===== src/rtl/led_display_pkg.sv =====
// Shared types and helpers for the LED panel PWM/BCM generator.
package led_display_pkg;

    typedef enum logic {
        PWM_MODE = 1'b0,
        BCM_MODE = 1'b1
    } mod_mode_t;

    typedef enum logic [1:0] {
        ST_IDLE = 2'd0,
        ST_LOAD = 2'd1,
        ST_RUN  = 2'd2
    } bcm_state_t;

    // Plane index width; never zero so small depths still elaborate.
    function automatic int plane_width(input int bit_depth);
        return (bit_depth > 1) ? $clog2(bit_depth) : 1;
    endfunction

endpackage


===== src/rtl/led_display_bcm_timer.sv =====
// Modulation timebase: prescaler, tick counter and BCM plane index.
// Outputs are next-cycle values so the top can register its drive with no lag.
module led_display_bcm_timer
    import led_display_pkg::*;
#(
    parameter int BIT_DEPTH = 8,
    parameter int TICK_DIV  = 4,
    parameter int PLANE_W   = plane_width(BIT_DEPTH)
) (
    input  logic                 clk_in,
    input  logic                 n_reset_in,
    input  logic                 run,
    output logic [BIT_DEPTH-1:0] cnt_nxt,
    output logic [PLANE_W-1:0]   plane_nxt,
    output logic                 last_tick
);

    localparam int                   PRE_W    = (TICK_DIV > 1) ? $clog2(TICK_DIV) : 1;
    localparam logic [PRE_W-1:0]     PRE_LAST = PRE_W'(TICK_DIV - 1);
    localparam logic [BIT_DEPTH-1:0] CNT_LAST = BIT_DEPTH'((1 << BIT_DEPTH) - 2);

    logic [PRE_W-1:0]     pre, pre_nxt;
    logic [BIT_DEPTH-1:0] cnt, cnt_p1;
    logic                 tick;

    assign tick      = run && (pre == PRE_LAST);
    assign last_tick = tick && (cnt == CNT_LAST);

    // Counters sit at zero whenever the generator is not running.
    always_comb begin
        pre_nxt = '0;
        cnt_nxt = '0;
        if (run) begin
            if (!tick) begin
                pre_nxt = pre + PRE_W'(1);
                cnt_nxt = cnt;
            end else if (!last_tick) begin
                cnt_nxt = cnt + BIT_DEPTH'(1);
            end
        end
    end

    // Plane p spans ticks [2^p-1, 2^(p+1)-2], i.e. the MSB index of cnt+1.
    assign cnt_p1 = cnt_nxt + BIT_DEPTH'(1);

    always_comb begin
        plane_nxt = '0;
        for (int b = 0; b < BIT_DEPTH; b++)
            if (cnt_p1[b]) plane_nxt = PLANE_W'(b);
    end

    always_ff @(posedge clk_in or negedge n_reset_in) begin
        if (!n_reset_in) begin
            pre <= '0;
            cnt <= '0;
        end else begin
            pre <= pre_nxt;
            cnt <= cnt_nxt;
        end
    end

endmodule


===== src/rtl/led_display_bcm_gen.sv =====
// Multi-channel PWM/BCM drive generator with double-buffered levels applied at period start.
// Optional: define GAMMA_CORRECTION_EN to square captured levels ((L*L)>>BIT_DEPTH, full scale kept).
module led_display_bcm_gen
    import led_display_pkg::*;
#(
    parameter int SYS_CLK_FREQ = 100_000_000,
    parameter int NUM_CHANNELS = 6,
    parameter int BIT_DEPTH    = 8,
    parameter int TICK_DIV     = 4
) (
    input  logic                              clk_in,
    input  logic                              n_reset_in,
    input  logic                              enable_in,
    input  logic                              mode_in,
    input  logic [NUM_CHANNELS*BIT_DEPTH-1:0] level_in,
    input  logic                              level_valid_in,
    output logic                              level_ready_out,
    output logic [NUM_CHANNELS-1:0]           pwm_out,
    output logic [plane_width(BIT_DEPTH)-1:0] bit_plane_out,
    output logic                              period_start_out,
    output logic                              busy_out
);

    localparam int PLANE_W = plane_width(BIT_DEPTH);

    if (BIT_DEPTH < 2 || TICK_DIV < 1 || SYS_CLK_FREQ < 1) begin : g_param_check
        $error("led_display_bcm_gen: invalid parameter set");
    end

    function automatic logic [BIT_DEPTH-1:0] gamma_map(input logic [BIT_DEPTH-1:0] lvl);
`ifdef GAMMA_CORRECTION_EN
        logic [2*BIT_DEPTH-1:0] sq;
        sq = {{BIT_DEPTH{1'b0}}, lvl} * {{BIT_DEPTH{1'b0}}, lvl};
        return (&lvl) ? lvl : BIT_DEPTH'(sq >> BIT_DEPTH);
`else
        return lvl;
`endif
    endfunction

    bcm_state_t                             state;
    mod_mode_t                              mode_q, mode_nxt;
    logic [NUM_CHANNELS-1:0][BIT_DEPTH-1:0] active, pending, act_nxt, level_cap;
    logic                                   pending_full, accept, load, last_tick;
    logic [BIT_DEPTH-1:0]                   cnt_nxt;
    logic [PLANE_W-1:0]                     plane_nxt;
    logic [NUM_CHANNELS-1:0]                drive;

    assign load            = (state == ST_LOAD);
    assign level_ready_out = !pending_full;
    assign accept          = level_valid_in && !pending_full;
    assign mode_nxt        = load ? mod_mode_t'(mode_in) : mode_q;
    assign act_nxt         = (load && pending_full) ? pending : active;

    led_display_bcm_timer #(
        .BIT_DEPTH (BIT_DEPTH),
        .TICK_DIV  (TICK_DIV),
        .PLANE_W   (PLANE_W)
    ) u_timer (
        .clk_in     (clk_in),
        .n_reset_in (n_reset_in),
        .run        (state == ST_RUN),
        .cnt_nxt    (cnt_nxt),
        .plane_nxt  (plane_nxt),
        .last_tick  (last_tick)
    );

    // Drive is evaluated on next-cycle counter/level/mode so pwm_out can be registered.
    for (genvar i = 0; i < NUM_CHANNELS; i++) begin : g_ch
        assign level_cap[i] = gamma_map(level_in[i*BIT_DEPTH +: BIT_DEPTH]);
        assign drive[i]     = (mode_nxt == BCM_MODE) ? act_nxt[i][plane_nxt]
                                                     : (cnt_nxt < act_nxt[i]);
    end

    always_ff @(posedge clk_in or negedge n_reset_in) begin
        if (!n_reset_in) begin
            active       <= '0;
            pending      <= '0;
            pending_full <= 1'b0;
        end else begin
            if (load) active <= act_nxt;
            if (accept) begin
                pending      <= level_cap;
                pending_full <= 1'b1;
            end else if (load) begin
                pending_full <= 1'b0;
            end
        end
    end

    always_ff @(posedge clk_in or negedge n_reset_in) begin
        if (!n_reset_in) begin
            state            <= ST_IDLE;
            mode_q           <= PWM_MODE;
            pwm_out          <= '0;
            bit_plane_out    <= '0;
            period_start_out <= 1'b0;
            busy_out         <= 1'b0;
        end else begin
            period_start_out <= 1'b0;
            pwm_out          <= '0;
            bit_plane_out    <= '0;
            if (!enable_in) begin
                state    <= ST_IDLE;
                busy_out <= 1'b0;
            end else begin
                busy_out <= 1'b1;
                unique case (state)
                    ST_IDLE: begin
                        state            <= ST_LOAD;
                        period_start_out <= 1'b1;
                    end
                    ST_LOAD, ST_RUN: begin
                        if (last_tick) begin
                            state            <= ST_LOAD;
                            period_start_out <= 1'b1;
                        end else begin
                            state   <= ST_RUN;
                            mode_q  <= mode_nxt;
                            pwm_out <= drive;
                            if (mode_nxt == BCM_MODE) bit_plane_out <= plane_nxt;
                        end
                    end
                    default: state <= ST_IDLE;
                endcase
            end
        end
    end

endmodule

===== config.mk =====
export PLATFORM = sky130hd
export DESIGN_NAME = led_display_bcm_gen
export DESIGN_NICKNAME = d
export VERILOG_FILES = /design/src/rtl/led_display_pkg.sv /design/src/rtl/led_display_bcm_timer.sv /design/src/rtl/led_display_bcm_gen.sv
export SDC_FILE = /design/constraint.sdc
export NUM_CORES = 1
export LEC_CHECK = 0
export CELL_PAD_IN_SITES_DETAIL_PLACEMENT = 2
export CELL_PAD_IN_SITES_GLOBAL_PLACEMENT = 2
export CORE_MARGIN = 2
export CORE_UTILIZATION = 35
export DETAILED_ROUTE_END_ITERATION = 8
export PLACE_DENSITY = 0.84
export SYNTH_ARGS = -nofsm -noshare
export SYNTH_HDL_FRONTEND = slang
export SYNTH_SLANG_ARGS = --single-unit

===== constraint.sdc =====
create_clock -name clk_in -period 3.4 [get_ports clk_in]
set_input_delay 0.68 -clock clk_in [delete_from_list [all_inputs] [get_ports clk_in]]
set_output_delay 0.68 -clock clk_in [all_outputs]
set_load 0.01 [all_outputs]

==> summary by stage, run 1 <==
Synthesis
The area share of the largest cell type after synthesis is ~48%. Counting flops and latches in the post-synthesis netlist gives 120. The sequential area share after synthesis is a little under half.

The mapped netlist covers between 6000 and 7000 um2. For this run, asynchronously set or reset flops after synthesis account for 100%. The most area-hungry cell type in the Yosys netlist is sky130_fd_sc_hd__dfrtp_1. The count of warnings emitted by yosys is 0. The library cell with the highest instance count after synthesis is sky130_fd_sc_hd__dfrtp_1.

Counting every instance in the synthesized netlist gives 532. The synthesized design contains 0 enable-type register cells. By area the synthesized netlist is led by sky130_fd_sc_hd__dfrtp_1 (48%), sky130_fd_sc_hd__mux2_2 (9.7%), sky130_fd_sc_hd__mux2i_1 (8.9%), sky130_fd_sc_hd__ha_1 (8.6%), sky130_fd_sc_hd__inv_1 (3.3%).

Synthesis produced a netlist with a net count of 628. Averaged over all synthesized cells, the footprint is roughly 12 um2. In this run, distinct cell masters in the synthesized netlist total 65.

Ranked by instance count, the synthesized netlist is headed by sky130_fd_sc_hd__dfrtp_1 (120), sky130_fd_sc_hd__mux2i_1 (56), sky130_fd_sc_hd__inv_1 (55). In the synthesized netlist the dominant register cell turns out to be sky130_fd_sc_hd__dfrtp_1.

Drt
The count of nets left with antenna violations once routing finished came out at 0. Summed over all nets, wire length on met2 after detailed routing comes to about 10000 um. The total iterations of the first detailed-routing run is 4. The remaining design rule violation count is 0. The routed wire length on met3 is approximately 840 um. In the final routed layout, each cell accounts on average for roughly 22 um. The routed design has roughly 19000 um of wire. The detailed-route vias per instance is 5.33. The overall via count from detail_route is ~4600.

The detailed router put a total of approximately 8000 um of wire on met1. The first routing iteration left about 200 violations. The uppermost layer routed is met4.

Finish
The repair_antennas step left the layout with diodes totalling 0. The count of non-filler cells in the finished layout is approximately 870. The final-layout fill cell count is around 1800. The share of post-route cells with drive strength above 1 is about a quarter.

The relative area change from synthesis to final layout is 27.7%. The area of the multi-input gates is just over 3000 um2. At the end of the flow, the number of nets in the layout was roughly 730. The design area is ~8000 um2.

Registers take roughly 3000 um2.

Placed design
After legalization and detailed placement, the total HPWL measured ~14000 um. Before CTS, the worst setup slack after placement is 0.0592 ns. The final weighted congestion in routability-driven placement is between 0.8 and 0.9. The area after detailed placement is 7420 um2.

The count of placed standard cells including taps is between 800 and 900. The number of port buffers is 64.

Pwr
In this run, the clock network consumes 26.5% of the power. The share of total power dissipated in combinational logic is between 30% and 40%. In this run the power density over the cells is 805 nW/um2. The analysis attributes to net switching a power of about 2300 uW.

The reported leakage power is around 0.004 uW. Sequential cells account for 37.2% of the total power. The peak supply drop is 360 uV. The total internal power is approximately 4200 uW. The switching portion of total power is about a third.

Die
From left edge to right edge, the die measures roughly 140 um. From bottom edge to top edge, the die measures 138 um. During I/O placement, the number of pins put on the boundary was 65.

The placeable core area is roughly 17000 um2. The die covers between 15000 and 20000 um2. The floorplan has between 40 and 50 rows.

Once the floorplan was initialized, standard cells occupied a little over a third of the core.

Clock network
The number of CTS-inserted buffers is 17. The clock sink count is 120. Post-CTS timing repair inserted 0 buffers for setup.

Clock-pin slew was measured on the worst setup and hold paths at 0.06 ns. The clock tree from TritonCTS is yes. The library cell used as clock root buffer is sky130_fd_sc_hd__clkbuf_16. The later-pin clock latency in the skew report is between 0.4 and 0.5 ns. The clock passes through at most 2 buffers. The H-tree was split into 4 levels.

Critical path
STA classifies the critical path startpoint as a register. The kind of critical path is reg -> reg. The family with the most delay on the worst path is simple AND/OR/NAND/NOR gates.

Along the worst path, the maximum fanout reaches 6. The largest single stage delay on the critical path is roughly 0.40 ns. The endpoint kind of the worst setup timing path is a register.

STA puts the critical path data required time at about 3.7 ns. The signal on the critical path passes through inv_1 -> ha_2 -> nand4_4 -> or3_4 -> and2_2 -> or3_1 -> a31oi_2 -> o21a_2 -> buf_4 -> mux2i_1 -> a221o_2 -> o211ai_2. For this design, the slowest cell found on the critical path is sky130_fd_sc_hd__dfrtp_1. The count of buffering cells on the critical path with inverters included is 2. STA puts the critical path data arrival time at roughly 3.6 ns.

GRT
Entering global routing, the biggest net connects 54 pins. The via count of the first global-routing pass is roughly 5400. Global routing used roughly 22% of the available tracks across all layers. Summed over all layers, the global routing overflow is 0.

The first-pass GRT wire length is ~31000 um. The number of antenna violations at the first check in global routing was 0.

Timing
Headroom to the max-slew limit came out at between 50% and 60%. Setup repair after global routing left no endpoint under its margin. The hold violation count in the final report is 0. In the final timing run, aggregate negative setup slack is 0 ns.

The final number of setup-violating endpoints is 0. The highest clock rate is 0.307 GHz. Counting I/O delays and the setup requirement, the final critical path takes ~3.3 ns. Of the available clock period, the critical path in the final layout requires 95.9%. The slew of the pin with the lowest slew margin is roughly 0.75 ns. The final worst setup slack is roughly 0.14 ns.

The setup clock skew after layout is 0.0225 ns. On the final layout, the worst hold slack is about 0.28 ns. The max-slew violation count came to 0.

Outcome
The run finished with clean final reports.

Flow run
The tool flagged a number of max-cap violations equal to 0.

Hold path
The class of the worst hold path is in -> async.
==> layout make-up <==
class	instances	share of cell area, %
Inverter	55	2.62
Multi-Input combinational cell	341	37.6
Tap cell	225	3.51
Clock buffer	21	5.75
Sequential cell	120	37.5
Timing Repair Buffer	100	11.8
Clock inverter	10	1.20
==> final timing paths <==
path                                             to  slack [ns]  depth (start not counted)                        from
setup / recovery               pwm_out[1]$_DFF_PN0_        0.14                         12  period_start_out$_DFF_PN0_
hold / removal               pending[4]$_DFFE_PN0P_        0.28                          1                  n_reset_in
setup reg to reg               pwm_out[1]$_DFF_PN0_        0.14                         12  period_start_out$_DFF_PN0_
hold reg to reg            u_timer.pre[0]$_DFF_PN0_        0.44                          1    u_timer.pre[0]$_DFF_PN0_
max in group asynchronous    active[34]$_DFFE_PN0P_        2.15                          2                  n_reset_in
min in group clk_in        u_timer.pre[0]$_DFF_PN0_        0.44                          1    u_timer.pre[0]$_DFF_PN0_
==> layout by cell type, fill, tap and decap left out, drive strengths merged, types with 6 or more instances in the layout <==
| cell type | instances |
|---|---|
| clkdlybuf4s50 | 63 |
| a21o | 11 |
| dfrtp | 120 |
| inv | 55 |
| mux2 | 54 |
| o21a | 11 |
| clkbuf | 21 |
| o211ai | 7 |
| mux2i | 56 |
| o21ai | 13 |
| nand2 | 29 |
| nor2 | 18 |
| a21oi | 8 |
| buf | 37 |
| a211oi | 10 |
| o2111ai | 6 |
| ha | 43 |
==> sequential cells by signal, summed over array words and instances, names as in the netlist, 2 cells and up <==
name and count:
active 48, pending 48, u_timer.cnt 8, pwm_out 6, bit_plane_out 3, u_timer.pre 2
==> per-stage QoR <==
step	power, uW	utilization, %
global placement	4480	42.6
detailed placement	4730	42.6
floorplan	3790	-
CTS	6530	45.8
global route	6890	46.0
finish	6450	46.0
==> timing repair <==
| action | CTS | global route |
|---|---|---|
| pin swaps | 0 | 1 |
| hold buffers | 0 | 0 |
| gates resized for setup | 1 | 10 |
| endpoints found under the setup margin | 6 | 6 |
| cloned | 0 | 0 |
==> routing by layer <==
metal / up-vias / global-route usage (%)
li1: 2126 / -
met2: 99 / 40.0
met1: 2402 / 26.0
met4: 0 / 6.24
met3: 22 / 5.48
met5: - / 0
==> power groups by stage <==
stage	Combinational, uW	Clock, uW	Sequential (uW)
after floorplan	1520	0	2270
after global placement	2110	0	2360
after detailed placement	2310	0	2420
after CTS	2370	1740	2420
after global routing	2580	1820	2480
final	2340	1710	2400
==> logic make-up after synthesis <==
| family | share of synthesized area [%] |
|---|---|
| AO/OA/AOI/OAI | 11.7 |
| XOR/XNOR | 0.558 |
| adder cells (fa/ha/maj) | 9.37 |
| buffers and inverters | 4.85 |
| flip-flops | 47.9 |
| multiplexers | 18.6 |
| AND/OR/NAND/NOR | 7.04 |
No activity file was read; power rests on OpenSTA's default activity.
==> run 2: changes to the inputs <==
==> constraint.sdc (replaced) <==
create_clock -name clk_in -period 2.8 [get_ports clk_in]
set_input_delay 0.56 -clock clk_in [delete_from_list [all_inputs] [get_ports clk_in]]
set_output_delay 0.56 -clock clk_in [all_outputs]
set_load 0.01 [all_outputs]
==> summary by stage, run 2 (synthesis results as in run 1) <==
Drt
The total iterations of the first detailed-routing run is 4 (unchanged). The routed length per placed instance came to 26.3 um (+19%). The final wirelength came to 25300 um (+32%). The number of routed nets with antenna violations was 0 (unchanged). The DRC violation total after the first TritonRoute iteration was 266 (+32%). The overall via count from detail_route was 5213 (+12%). The detailed-route vias per instance is 5.41 (+1.5%). The remaining design rule violation count is 0 (unchanged).

Finish
From synthesis to final layout, the design area changed by 47.1%. In the final layout, the registers with the most flip-flops are active: 48 flops, pending: 48 flops, u_timer.cnt: 8 flops. The library cell used most frequently in the layout, excluding fill and tap cells, is sky130_fd_sc_hd__dfrtp_1. The share of post-route cells with drive strength above 1 is 39.0% (+15 points). The number of nets in the finished design was 821 (+12%).

The total inserted antenna cells is 0 (unchanged). The final standard cell utilization of the core is 53.0% (+7.0 points). In the layout the commonest cells are sky130_fd_sc_hd__dfrtp_1 (119), sky130_fd_sc_hd__buf_4 (109), sky130_fd_sc_hd__clkdlybuf4s50_1 (63).

Clock network
The clock tree from TritonCTS is yes. The hold buffer count at cts is 0 (unchanged). The library cell used as clock root buffer is sky130_fd_sc_hd__clkbuf_16.

The clock transition at the register clock pins on the worst setup and hold paths after CTS was 0.06 ns (about the same). The deepest clock path buffer count is 2 (unchanged). The number of CTS-inserted buffers is 17 (unchanged). The H-tree depth reported by CTS came to 4 (unchanged).

The clock sink count is 120 (unchanged). The later-pin clock latency in the skew report is 0.43 ns (about the same).

Die
The die extent in y is 138 um (unchanged). The count of standard-cell rows was 48 (unchanged). The floorplan die area is 19000 um2 (unchanged). The x dimension of the die is 138 um (unchanged). The placeable core area is 17400 um2 (unchanged). The number of top-level pins is 65 (unchanged). The starting density of the core is 36.0% (unchanged).

GRT
The met3 track demand over resource in global routing is 5.99% (+0.51 points). The global-route met1 utilization came to 31.0% (+5.0 points). The first-pass GRT wire length is 37700 um (+22%). The total grt overflow is 0 (unchanged). The maximum number of pins on one net before global-route repair was 64 (+19%). The number of antenna violations at the first check in global routing is 0 (unchanged). met2 is the most crowded layer. The via count of the first global-routing pass is 6165 (+15%). The met2 usage in global routing is 50.0% (+10 points). The overall routing resource usage is 27.5% (+5.3 points).

Pwr
The peak supply drop is 472 uV (+31%). The part of the power in the clock network was 26.1% (-0.4 points). The total internal power is 5680 uW (+36%). The net switching power came to 3250 uW (+43%). The reported leakage power is 0.00455 uW (+14%).

The combinational share of power is 41.0% (+4.7 points). The switching portion of total power is 36.4% (+1.2 points). The power density over the cells was 968 nW/um2 (+20%). The sequential cell fraction of total power is 32.9% (-4.3 points).

Critical path
Walking the worst path, the cells encountered are inv_2 -> ha_4 -> nand4_4 -> or3_4 -> and2_4 -> or3_4 -> a31oi_4 -> o21a_4 -> buf_8 -> mux2i_4 -> a21oi_2 -> a31oi_1. STA classifies the critical path endpoint as a register. Broken down by cell family, the worst path's largest delay share belongs to simple AND/OR/NAND/NOR gates. In this run the worst setup path terminates at pwm_out[2]$_DFF_PN0_. In this run the worst setup path begins at period_start_out$_DFF_PN0_.

The longest individual stage delay on the worst path is 0.45 ns (+0.05 ns). The endpoint identified for the worst register-to-register timing path is pwm_out[2]$_DFF_PN0_. The total number of cells along the worst setup path is 12 (unchanged). The cell with the biggest individual delay on the critical path is sky130_fd_sc_hd__or3_4. The worst setup path is launched from a register.

The maximum fanout count along the critical path is 6 (unchanged). The number of cells on the worst reg-to-reg path came to 12 (unchanged). The worst register-to-register path begins at period_start_out$_DFF_PN0_.

The kind of critical path is reg -> reg. The data arrival time of the critical path is 3.51 ns (-0.04 ns). The count of buffering cells on the critical path with inverters included was 2 (unchanged). The required time at the endpoint of the critical path is 3.13 ns (-0.56 ns).

The flop-to-flop setup slack is -0.38 ns (-0.52 ns). The cell type with the highest occurrence count on the critical path is sky130_fd_sc_hd__or3_4.

Timing
The worst slew margin relative to its limit came to 58.8% (+8.4 points). The highest clock rate was 0.314 GHz (+2.5%). The minimum clock period after layout is 3.18 ns (-0.0789 ns).

The worst slack on hold paths came to 0.0632 ns (-0.216 ns). The slew of the pin with the lowest slew margin is 0.618 ns (-0.127 ns). The final number of setup-violating endpoints is 8 (+8). The setup clock skew after layout was 0.00704 ns (-0.0154 ns). The portion of the clock cycle consumed by the worst path in the final layout is 114% (+18 points). The hold violation count in the final report was 0 (unchanged).

The max-slew violation count was 0 (unchanged). Setup repair after global routing could not meet its margin everywhere. The final worst setup slack is -0.380 ns (-0.521 ns).

Placed design
The total half-perimeter wirelength after legalization and detailed placement is 15900 um (+13%). The worst slack at placement was -0.810 ns (-0.869 ns). The final weighted congestion in routability-driven placement was 0.897 (+4.0%).

The number of port buffers is 64 (unchanged).

Hold path
The class of the worst hold path is in -> async.

Outcome
The flow ran to the end, but the final reports show violations. The final reports fail on setup timing.

Flow run
The count of maximum capacitance violations was 0 (unchanged).
==> run 2: cell types whose count changed in the layout (fill, tap and decap cells not counted), moves of 5 or more <==
| cell | delta |
|---|---|
| sky130_fd_sc_hd__nor2_1 | -6 |
| sky130_fd_sc_hd__buf_4 | +75 |
| sky130_fd_sc_hd__a211oi_1 | -5 |
| sky130_fd_sc_hd__buf_12 | +6 |
| sky130_fd_sc_hd__nor2_4 | +5 |
| sky130_fd_sc_hd__clkinvlp_4 | -5 |
| sky130_fd_sc_hd__a211oi_2 | +5 |
| sky130_fd_sc_hd__buf_6 | +7 |
==> run 2: worst min path at each step <==
stage | start | end | slack [ns] | cells after the start
2_1_floorplan | n_reset_in | active[0]$_DFFE_PN0P_ | 0.26 | 0
3_3_place_gp | u_timer.pre[0]$_DFF_PN0_ | u_timer.pre[0]$_DFF_PN0_ | 0.43 | 1
3_5_place_dp | u_timer.pre[0]$_DFF_PN0_ | u_timer.pre[0]$_DFF_PN0_ | 0.44 | 1
4_1_cts | n_reset_in | pending[5]$_DFFE_PN0P_ | 0.05 | 1
5_1_grt | n_reset_in | pending[4]$_DFFE_PN0P_ | 0.07 | 1
6_report | n_reset_in | pending[5]$_DFFE_PN0P_ | 0.06 | 1
==> run 2: area by class of cell <==
type	count	area (um2)
Clock buffer	23	468
Clock inverter	9	139
Fill cell	1660	8190
Inverter	55	206
Multi-Input combinational cell	341	3390
Sequential cell	120	3000
Tap cell	225	282
Timing Repair Buffer	190	1740
==> run 2: routing by layer <==
layer	up-vias	wire, um	part of all wire (%)
met5	-	0	0
met4	0	824	3.3
met3	57	802	3.2
met2	141	13600	54
met1	2717	10100	40
li1	2298	-	-
==> run 2: stage by stage <==
stage / cell area [um2] / instances / TNS, ns / power, uW
after floorplan: 6300 / 532 / -0.415 / 4620
after global placement: 8010 / 913 / -1.86 / 5860
after detailed placement: 8010 / 913 / -3.74 / 6190
after CTS: 8970 / 954 / -1.21 / 8770
after global routing: 9230 / 963 / -2.80 / 9400
final: 9230 / 963 / -2.03 / 8930
==> run 2: what timing repair did <==
action	in CTS	in global routing
gates cloned	0	0
gates resized for setup	58	32
endpoints found under the hold margin	0	0
setup buffers	9	9
setup endpoints to repair	9	9
pin swaps	20	15
==> run 2: power by group through the flow <==
| stage | clock (uW) | combinational (uW) | sequential [uW] |
|---|---|---|---|
| finish | 2330 | 3660 | 2940 |
| floorplan | 0 | 1860 | 2760 |
| CTS | 2350 | 3490 | 2930 |
| detailed placement | 0 | 3250 | 2940 |
| global placement | 0 | 3000 | 2860 |
| global route | 2440 | 3940 | 3020 |
==> run 3: changes to the inputs <==
--- a/config.mk
+++ b/config.mk
@@ -10,7 +10,7 @@
 export CORE_MARGIN = 2
 export CORE_UTILIZATION = 35
 export DETAILED_ROUTE_END_ITERATION = 8
-export PLACE_DENSITY = 0.84
+export PLACE_DENSITY = 0.87
 export SYNTH_ARGS = -nofsm -noshare
 export SYNTH_HDL_FRONTEND = slang
 export SYNTH_SLANG_ARGS = --single-unit
==> summary by stage, run 3 (synthesis results as in run 1) <==
Outcome
The flow ran to the end, but the final reports show violations. The final reports fail on setup timing.

Hold path
The tightest min-delay check is of the in -> async type.

Pwr
The net switching power is 3410 uW (+5.0%). The combinational share of power is 42.4% (+1.4 points). The switching portion of total power was 38.0% (+1.6 points). The power density over the cells is 978 nW/um2 (+1.0%). The peak supply drop is 471 uV (-0.22%). The reported leakage power came to 0.00455 uW (about the same).

The sequential cell fraction of total power is 33.4% (+0.5 points). The total internal power is 5570 uW (-2.0%). The part of the power in the clock network is 24.3% (-1.8 points).

Finish
The share of post-route cells with drive strength above 1 is 38.3% (-0.69 points). The relative area change from synthesis to final layout is 46.5%. In the layout the commonest cells are sky130_fd_sc_hd__dfrtp_1 (120), sky130_fd_sc_hd__buf_4 (106), sky130_fd_sc_hd__clkdlybuf4s50_1 (63).

The design area is 9190 um2 (-0.45%). The number of nets in the finished design is 818 (-0.37%). The count of non-filler cells in the finished layout came to 958 (-0.52%).

The total inserted antenna cells was 0 (unchanged). The largest registers in the layout are active: 48 flops, pending: 48 flops, u_timer.cnt: 8 flops. The most common library cell in the layout ignoring fill and taps is sky130_fd_sc_hd__dfrtp_1. The final standard cell utilization of the core is 52.8% (-0.24 points).

Die
The count of standard-cell rows came to 48 (unchanged). The floorplan die area is 19000 um2 (unchanged). The starting density of the core is 36.0% (unchanged). The number of top-level pins came to 65 (unchanged).

The x dimension of the die is 138 um (unchanged). The placeable core area came to 17400 um2 (unchanged). The die extent in y is 138 um (unchanged).

Critical path
The cell with the biggest individual delay on the critical path is sky130_fd_sc_hd__nor4_4. The kind of launch point of the worst setup path is a register. The number of cells on the worst reg-to-reg path is 14 (+2). The worst setup path endpoint is pwm_out[1]$_DFF_PN0_. The worst setup path is captured at a register. The required time at the endpoint of the critical path is 3.09 ns (-0.04 ns). The critical register-to-register path startpoint is period_start_out$_DFF_PN0_. The maximum fanout count along the critical path is 7 (+1). The worst setup path startpoint is period_start_out$_DFF_PN0_. In this run the critical register-to-register path is captured at pwm_out[1]$_DFF_PN0_. The critical path is of the reg -> reg type. Traced cell by cell, the critical path runs through inv_2 -> ha_4 -> nand3_4 -> buf_12 -> nor3_4 -> nor2_4 -> buf_4 -> nor4_4 -> xnor2_2 -> o21a_4 -> buf_8 -> o311ai_2 -> a221o_2 -> o211ai_2. The longest individual stage delay on the worst path is 0.42 ns (-0.03 ns).

The flop-to-flop setup slack is -0.47 ns (-0.09 ns). The data arrival time of the critical path came to 3.56 ns (+0.05 ns).

Flow run
The count of maximum capacitance violations is 0 (unchanged).

Drt
The number of routed nets with antenna violations came to 0 (unchanged). The final wirelength is 28000 um (+10%). The routed length per placed instance came to 29.2 um (+11%). The total iterations of the first detailed-routing run came to 5 (+1). The overall via count from detail_route is 5340 (+2.4%). The DRC violation total after the first TritonRoute iteration came to 379 (+42%). The detailed-route vias per instance is 5.57 (+3.0%). The remaining design rule violation count is 0 (unchanged).

Clock network
The deepest clock path buffer count is 2 (unchanged). The H-tree depth reported by CTS is 4 (unchanged). The clock sink count was 120 (unchanged). The clock transition at the register clock pins on the worst setup and hold paths after CTS is 0.06 ns (about the same). The later-pin clock latency in the skew report is 0.44 ns (about the same).

The cell sitting at the root of the clock tree is a sky130_fd_sc_hd__clkbuf_16. The hold buffer count at cts is 0 (unchanged). The clock tree from TritonCTS is yes.

The number of CTS-inserted buffers was 17 (unchanged).

Timing
The minimum clock period after layout is 3.27 ns (+0.0903 ns). Setup repair after global routing could not meet its margin everywhere. The setup clock skew after layout is 0.0104 ns (+0.00332 ns). The final worst setup slack is -0.471 ns (-0.0903 ns).

The portion of the clock cycle consumed by the worst path in the final layout is 117% (+3.2 points). The worst slew margin relative to its limit is 58.5% (-0.29 points). The hold violation count in the final report is 0 (unchanged). The slew of the pin with the lowest slew margin is 0.606 ns (-0.0118 ns). The highest clock rate is 0.306 GHz (-2.8%). The max-slew violation count is 0 (unchanged). The final number of setup-violating endpoints is 6 (-2).

Placed design
The final weighted congestion in routability-driven placement is 0.836 (-6.8%). The count of placed standard cells including taps is 907 (-0.66%). The number of port buffers is 64 (unchanged). The area after detailed placement is 7960 um2 (-0.56%). The total half-perimeter wirelength after legalization and detailed placement was 16400 um (+3.2%).

GRT
The total grt overflow came to 0 (unchanged). The first-pass GRT wire length is 38800 um (+3.0%). The via count of the first global-routing pass came to 6162 (-0.049%). The overall routing resource usage came to 28.5% (+1.1 points). The maximum number of pins on one net before global-route repair came to 56 (-13%). The number of antenna violations at the first check in global routing was 0 (unchanged).
run 3: power groups by stage:
stage	combinational (uW)	clock [uW]	sequential (uW)
finish	3810	2180	3000
global route	4060	2260	3060
CTS	3480	2170	2960
detailed placement	3280	0	2950
global placement	2970	0	2880
floorplan	1860	0	2760
run 3: stage by stage:
stage / hold slack [ns] / TNS, ns / total power (uW) / setup slack, ns
after detailed placement: 0.434 / -2.45 / 6230 / -0.462
after global placement: 0.427 / -1.39 / 5840 / -0.261
after CTS: 0.163 / -0.433 / 8610 / -0.106
final: 0.142 / -2.32 / 8980 / -0.471
after floorplan: 0.264 / -0.415 / 4620 / -0.137
after global routing: 0.183 / -2.80 / 9390 / -0.515
run 3: how the worst min path moves through the flow:
stage,from,endpoint,slack [ns],cells after the start
after floorplan,n_reset_in,active[0]$_DFFE_PN0P_,0.26,0
after global placement,u_timer.pre[0]$_DFF_PN0_,u_timer.pre[0]$_DFF_PN0_,0.43,1
after detailed placement,u_timer.pre[0]$_DFF_PN0_,u_timer.pre[0]$_DFF_PN0_,0.43,1
after CTS,n_reset_in,active[0]$_DFFE_PN0P_,0.16,1
after global routing,n_reset_in,pending[3]$_DFFE_PN0P_,0.18,1
final,n_reset_in,pending[3]$_DFFE_PN0P_,0.14,1
run 3: final cells by class:
type                       instances  area, um2
clock inverter                     8        100
sequential                       120       3000
inverter                          55        206
tap                              225        282
fill                            1670       8230
clock buffer                      22        454
multi-input combinational        341       3430
timing repair buffer             187       1720
run 3: critical path, delay by kind of cell, from the launching register on:
| family | cells | cell delay [ns] |
|---|---|---|
| flops | 1 | 0.40 |
| xor+xnor | 1 | 0.19 |
| buf+inv | 4 | 0.58 |
| fa+ha+maj | 1 | 0.18 |
| simple gates | 4 | 0.90 |
| compound gates | 4 | 0.87 |
run 3: metal layers:
metal | share of wire [%] | global-route usage, % | up-vias
met2 | 53 | 51.5 | 182
li1 | - | - | 2296
met5 | 0 | 0 | -
met1 | 39 | 32.4 | 2783
met3 | 3.6 | 5.88 | 79
met4 | 4.4 | 12.9 | 0
run 3: what timing repair did:
item                                    CTS  global route
setup buffers                             8            12
pin swaps                                23            19
gates resized for setup                  63            32
cloned                                    0             1
endpoints found under the setup margin    8             7
